File: src/rtl/serial_add_ctrl_pkg.sv
// rtl/serial_add_ctrl_pkg.sv - shared state encoding and width default for the bit-serial adder
package serial_add_ctrl_pkg;

  typedef enum logic [1:0] {
    IDLE = 2'b00,
    RUN  = 2'b01,
    DONE = 2'b10
  } state_t;

  localparam int W_DEF = 8;

endpackage

File: src/rtl/serial_add_ctrl_fa.sv
// rtl/serial_add_ctrl_fa.sv - combinational full-adder cell shared by every bit step
module serial_add_ctrl_fa (
  input  logic a,
  input  logic b,
  input  logic ci,
  output logic s,
  output logic co
);

  assign s  = a ^ b ^ ci;
  assign co = (a & b) | (ci & (a ^ b));

endmodule

File: src/rtl/serial_add_ctrl.sv
// rtl/serial_add_ctrl.sv - sequences one full-adder cell over W clocks to add two operands LSB first
import serial_add_ctrl_pkg::*;

module serial_add_ctrl #(
  parameter int W = W_DEF
) (
  input  logic         ck,
  input  logic         rst,
  input  logic         start,
  input  logic [W-1:0] a,
  input  logic [W-1:0] b,
  input  logic         cin,
  output logic         busy,
  output logic         done,
  output logic [W-1:0] sum,
  output logic         cout
);

  localparam int CW = $clog2(W);

  state_t          state, state_n;
  logic [W-1:0]    sa, sb;
  logic            carry;
  logic [CW-1:0]   cnt;
  logic            accept;
  logic            last;
  logic            fa_s, fa_co;

  serial_add_ctrl_fa fa_i (
    .a  (sa[0]),
    .b  (sb[0]),
    .ci (carry),
    .s  (fa_s),
    .co (fa_co)
  );

  assign last = (cnt == CW'(W - 1));

  always_comb begin
    state_n = state;
    accept  = 1'b0;
    case (state)
      IDLE: begin
        if (start) begin
          state_n = RUN;
          accept  = 1'b1;
        end
      end
      RUN: begin
        if (last) state_n = DONE;
      end
      DONE: begin
        if (start) begin
          state_n = RUN;
          accept  = 1'b1;
        end else begin
          state_n = IDLE;
        end
      end
      default: state_n = IDLE;
    endcase
  end

  always_ff @(posedge ck) begin
    if (rst) state <= IDLE;
    else     state <= state_n;
  end

  // busy/done come from flops fed by next-state, so outputs never see a comb path from inputs
  always_ff @(posedge ck) begin
    if (rst) begin
      sa    <= '0;
      sb    <= '0;
      carry <= 1'b0;
      cnt   <= '0;
      sum   <= '0;
      cout  <= 1'b0;
      busy  <= 1'b0;
      done  <= 1'b0;
    end else begin
      busy <= (state_n == RUN);
      done <= (state_n == DONE);
      if (accept) begin
        sa    <= a;
        sb    <= b;
        carry <= cin;
        cnt   <= '0;
      end else if (state == RUN) begin
        sa    <= {1'b0, sa[W-1:1]};
        sb    <= {1'b0, sb[W-1:1]};
        sum   <= {fa_s, sum[W-1:1]};
        carry <= fa_co;
        cout  <= fa_co;
        // hold at W-1 on the final step so the counter never wraps
        if (!last) cnt <= cnt + CW'(1);
      end
    end
  end

endmodule

File: config.mk
export PLATFORM = sky130hd
export DESIGN_NAME = serial_add_ctrl
export DESIGN_NICKNAME = d
export VERILOG_FILES = /design/src/rtl/serial_add_ctrl_pkg.sv /design/src/rtl/serial_add_ctrl_fa.sv /design/src/rtl/serial_add_ctrl.sv
export SDC_FILE = /design/constraint.sdc
export NUM_CORES = 1
export LEC_CHECK = 0
export CAP_MARGIN = 0
export CORE_MARGIN = 3
export CORE_UTILIZATION = 52
export DETAILED_ROUTE_END_ITERATION = 8
export GPL_ROUTABILITY_DRIVEN = 0
export PLACE_DENSITY = 0.83
export REMOVE_ABC_BUFFERS = 1
export SYNTH_ARGS = -nofsm -noshare
export SYNTH_HDL_FRONTEND = slang
export SYNTH_SLANG_ARGS = --single-unit
File: constraint.sdc
create_clock -name ck -period 2.33 [get_ports ck]
set_input_delay 0.699 -clock ck [delete_from_list [all_inputs] [get_ports ck]]
set_output_delay 0.699 -clock ck [all_outputs]
set_load 0.02 [all_outputs]
---- Word-level counts from Yosys, hierarchy flattened ----
Index checks and enable logic that the tools add are counted.
storage, ports and cells
  register bits ........................... 33
  word-level logic and storage cells ...... 40
cells by class
  $add $sub $neg .......................... 1
  eq/ne operators ......................... 5
  muxes and demuxes ....................... 12
  bitwise gates (word level) .............. 7
  reduce and logical (&&, ||, !) cells .... 6
operators by type and width
  kind                                            count
  two-way mux 8 bit                               4
  one-hot mux 2 bit (3 select lines)              1
  two-way mux 1 bit                               5
  == test 2 x 1 -> 1 bit (second input constant)  2
  == test 2 bit (second input constant)           2
  two-way mux 2 bit                               2
  AND reduction 2 bit                             2
  OR reduction 2 bit                              2
  adder 3 x 1 -> 3 bit (second input constant)    1
  == test 3 bit (second input constant)           1
  AND 1 bit                                       2
  logical NOT 2 bit                               1
  NOT 1 bit                                       2
  nonzero test 2 bit                              1
  XOR 1 bit                                       2
  OR 1 bit                                        1

---- Longest topological paths before layout ----
Gate-level depths: netlist of the first run.
  word-level depth ........................ 5
  mapped depth ............................ 5
  depth with buffers taken out ............ 5

---- Modules after synthesis ----
Synthesis of the first run repeated with hierarchy kept, for this count alone.
second synthesis, totals
  cells, all modules ...................... 149
  area, all modules ....................... 1327.5 um^2
by module, submodules not included
  module              times used  cells an instance  area an instance (um^2)
  serial_add_ctrl     1           148                1307.5
  serial_add_ctrl_fa  1           1                  20.0

---- Worst setup path after synthesis of the first run ----
No wires, ideal clock.
  path kind ............................... input to register
  from .................................... input port start
  to ...................................... register sb[2]
  setup time .............................. 0.134 ns
  arrival time ............................ 1.278 ns
  slack ................................... 0.918 ns
  stages .................................. 5
  buffers on the path ..................... 2
  cells stage by stage .................... nor2b_1 buf_2 buf_2 nor3_1 nor3_1
between the ends
  word-level cells in the longest chain between the ends .. 3
  elaborated cells on any way between the ends .. 4
ends and longest elaborated chain
  item                                                            line                                          RTL
  start, declared                                                 serial_add_ctrl.sv:9                          input logic start,
  two-way mux 1 bit (*)                                           serial_add_ctrl.sv:44, serial_add_ctrl.sv:53
  two-way mux 1 bit (*)                                           -
  two-way mux 8 bit / nonzero test 2 bit (equally long branches)  -
  end signal, assigned                                            serial_add_ctrl.sv:90                         sb <= {1'b0, sb[W-1:1]};
  end, declared                                                   serial_add_ctrl.sv:22                         logic [W-1:0] sa, sb;
Every way passes the cells marked *; elsewhere a longest branch is shown, timed or not.
A chain may end at the register's enable or synchronous reset.

---- Final worst setup path of the first run ----
  from .................................... register sum[2]
  to ...................................... output port sum[2]
RTL lines
  item                    line                   RTL
  start, declared         serial_add_ctrl.sv:15  output logic [W-1:0] sum,
  start signal, assigned  serial_add_ctrl.sv:91  sum <= {fa_s, sum[W-1:1]};
No word-level cell between the ends.

==> results.toml, run 1 <==
[drt]
via_count = 1125
drt-initial-drc-count = 21
ant_nets = 0
viasPerCell = 5.49
wl_per_cell_microns = 12.4
totalWireLength_microns = 2550
dr.pass1.iters = 4
drc = 0

[power_and_ir_drop]
pwr-share-seq_pct = 56.1
p_int_uw = 823
combPwrFrac_pct = 15.4
power_density_nw_per_um2 = 658
finalPower_mw = 1.10
ir_worst_vdd_uv = 587
swShare_pct = 25.2
clockPowerShare_pct = 28.6
net-switching-power_uw = 277
leakagePower_nw = 0.601

[clock_network]
cts_sinks = 33
postCtsSetupBuffers = 0
cts_tree = "done"
clock_latency_ns = 0.32
post_cts_resized = 0
cts_root_buf = "clkbuf_4"
cts_hold_buf = 0
cts_made_buffers = 5
cts_buffer_depth = 2
path_clk_slew_ns = 0.09
h-tree-depth = 2

[yosys]
synth_adder_area_share_pct = 3.40
ys_top_cells_by_area = "dfxtp_1 50%, nand2_1 8.5%, nor3_1 6.8%"
syn_inst = 149
synth_cell_type_count = 24
yosys.area_share.xor_xnor_pct = 0.662
netlist_area_sq_um = 1320
synthSimpleGateAreaFrac_pct = 24.4
synth_compound_area_share_pct = 13.4
ys_warn_count = 0
yosysTopAreaCellShare_pct = 49.9
ys_ff_latch = 33
synth_top_family_by_area = "simple AND/OR/NAND/NOR gates"
muxShareOfSynthArea_pct = 2.27
synth_seq_area_share_pct = 49.9
syn_area_per_cell_sq_um = 8.88
synth_area_leader_cell = "dfxtp_1"

[final_layout]
fillerInstances = 184
num_antenna_cells = 0
layout_commonest_cell = "dfxtp_1"
final_util_pct = 72.2
drive_gt1_share_pct = 9.04
stdcell_count = 205
mostFrequentLayoutCells = "33 x dfxtp_1, 30 x nand2_1, 30 x clkdlybuf4s50_1, 18 x nor3_1, 11 x a21oi_1"
area_growth_pct = 26.4
nets = 200

[timing]
finalSetupViolCount = 0
slew_headroom_pct = 53.7
grt_setup_unrepaired = "no"
period_share_pct = 85.4
fmax_ghz = 0.502
setup_tns_ns = 0
drv_slew = 0
finalHoldViolCount = 0
worst_pin_slew_ns = 0.695
finalClockSkew_ns = 0.00625
final.min_clock_period_ns = 1.99
fin_ws_ns = 0.339

[floorplan]
die_w_microns = 56.5
core-area_sq_um = 2320
die_y_microns = 56.5
start_util_pct = 57.1
dieArea_sq_um = 3190
rows = 17
pin_count = 31

[global_route]
grt_use_met2_pct = 28.9
grt_first_pass_wirelength_microns = 4250
grt.busiest_layer = "met2"
grt_use_met3_pct = 4.83
grt_pass1_vias = 1076
grt_use_total_pct = 16.7
grt_max_degree = 34
grt_antenna_before_repair = 0
grt_overflow = 0
gr-usage-met1_pct = 18.7

[placement]
dp_slack_ns = 0.407
port_buffers = 30
placed_cells_incl_taps = 198
hpwl_microns = 1800

[worst_setup_path]
worst-r2r-cell-count = 4
cp_cell_sequence = "clkdlybuf4s50_1"
startpoint_type = "flop"
crit_buf_inv = 1
crit_slowest_cell = "clkdlybuf4s50_1"
critical-path-top-delay-family = "buffers and inverters"
path_max_fanout = 3
critPathKind = "reg2out"
arrival_ns = 1.29
path_depth = 1
crit_path_end_kind = "primary output"
cpPeakStageDelay_ns = 0.61
cp.required_ns = 1.63

[worst_hold_path]
hp-class = "reg2reg"
holdPathStages = 2

[status]
status = "finished clean"

[flow_run]
maxCapViolCount = 0
==> power by group through the flow <==
stage	clock, mW	sequential, mW	combinational, mW
after floorplan	0	0.631	0.0882
after global placement	0	0.628	0.165
after global routing	0.357	0.622	0.186
final	0.314	0.617	0.169
after CTS	0.330	0.617	0.170
after detailed placement	0	0.630	0.169
==> cells in the mapped netlist, drive strengths merged <==
cell     n
a21oi   11
a22oi    1
a311oi   6
a31oi    1
buf     10
clkbuf   4
dfxtp   33
fa       1
ha       2
mux2i    3
nand2   32
nand2b   2
nand3    3
nor2     9
nor2b    2
nor3    18
nor3b    3
o22ai    7
xnor2    1
==> layer usage <==
metal,vias to the layer above,part of all wire (%)
li1,571,-
met4,0,1.8
met3,5,6.0
met1,516,42
met5,-,0
met2,33,50
==> flip-flops by register name, indices dropped and copies added, names as in the netlist <==
register and flops:
done 1, sb 8, state 2, cnt 3, carry 1, busy 1, sa 8, sum 8
cout 1
==> cell type report <==
cell class | count | area [sq um] | area share [%]
multi-input combinational | 102 | 584 | 34.9
sequential | 33 | 661 | 39.5
timing repair buffer | 35 | 338 | 20.2
clock buffer | 7 | 55.1 | 3.29
tap | 28 | 35.0 | 2.09
==> worst paths after layout <==
| kind | to | startpoint | slack (ns) |
|---|---|---|---|
| min reg2reg | sum[3] | sum[4] | 0.47 |
| max | sum[2] | sum[2] | 0.34 |
| min | sum[3] | sum[4] | 0.47 |
| max reg2reg | sum[5] | state[1] | 0.79 |
==> kinds of logic (layout without fill, tap and decap cells) <==
group | Yosys count | count (layout)
AND/OR/NAND/NOR | 69 | 69
flip-flops | 33 | 33
AO/OA/AOI/OAI | 26 | 26
buffers and inverters | 14 | 42
XOR/XNOR | 1 | 1
multiplexers | 3 | 3
adder cells (fa/ha/maj) | 3 | 3
==> through the flow <==
step | hold WS [ns] | area, sq um
6_report | 0.467 | 1670
5_1_grt | 0.486 | 1670
3_3_place_gp | 0.444 | 1620
3_5_place_dp | 0.456 | 1620
4_1_cts | 0.471 | 1670
2_1_floorplan | 0.450 | 1240
Power figures use the tool's default switching activity.
==> run 2: changes to the inputs <==
- SETUP_SLACK_MARGIN: default -> 0.15
==> results of run 2 <==
Final layout, timing and power as in run 1 (identical DEF).
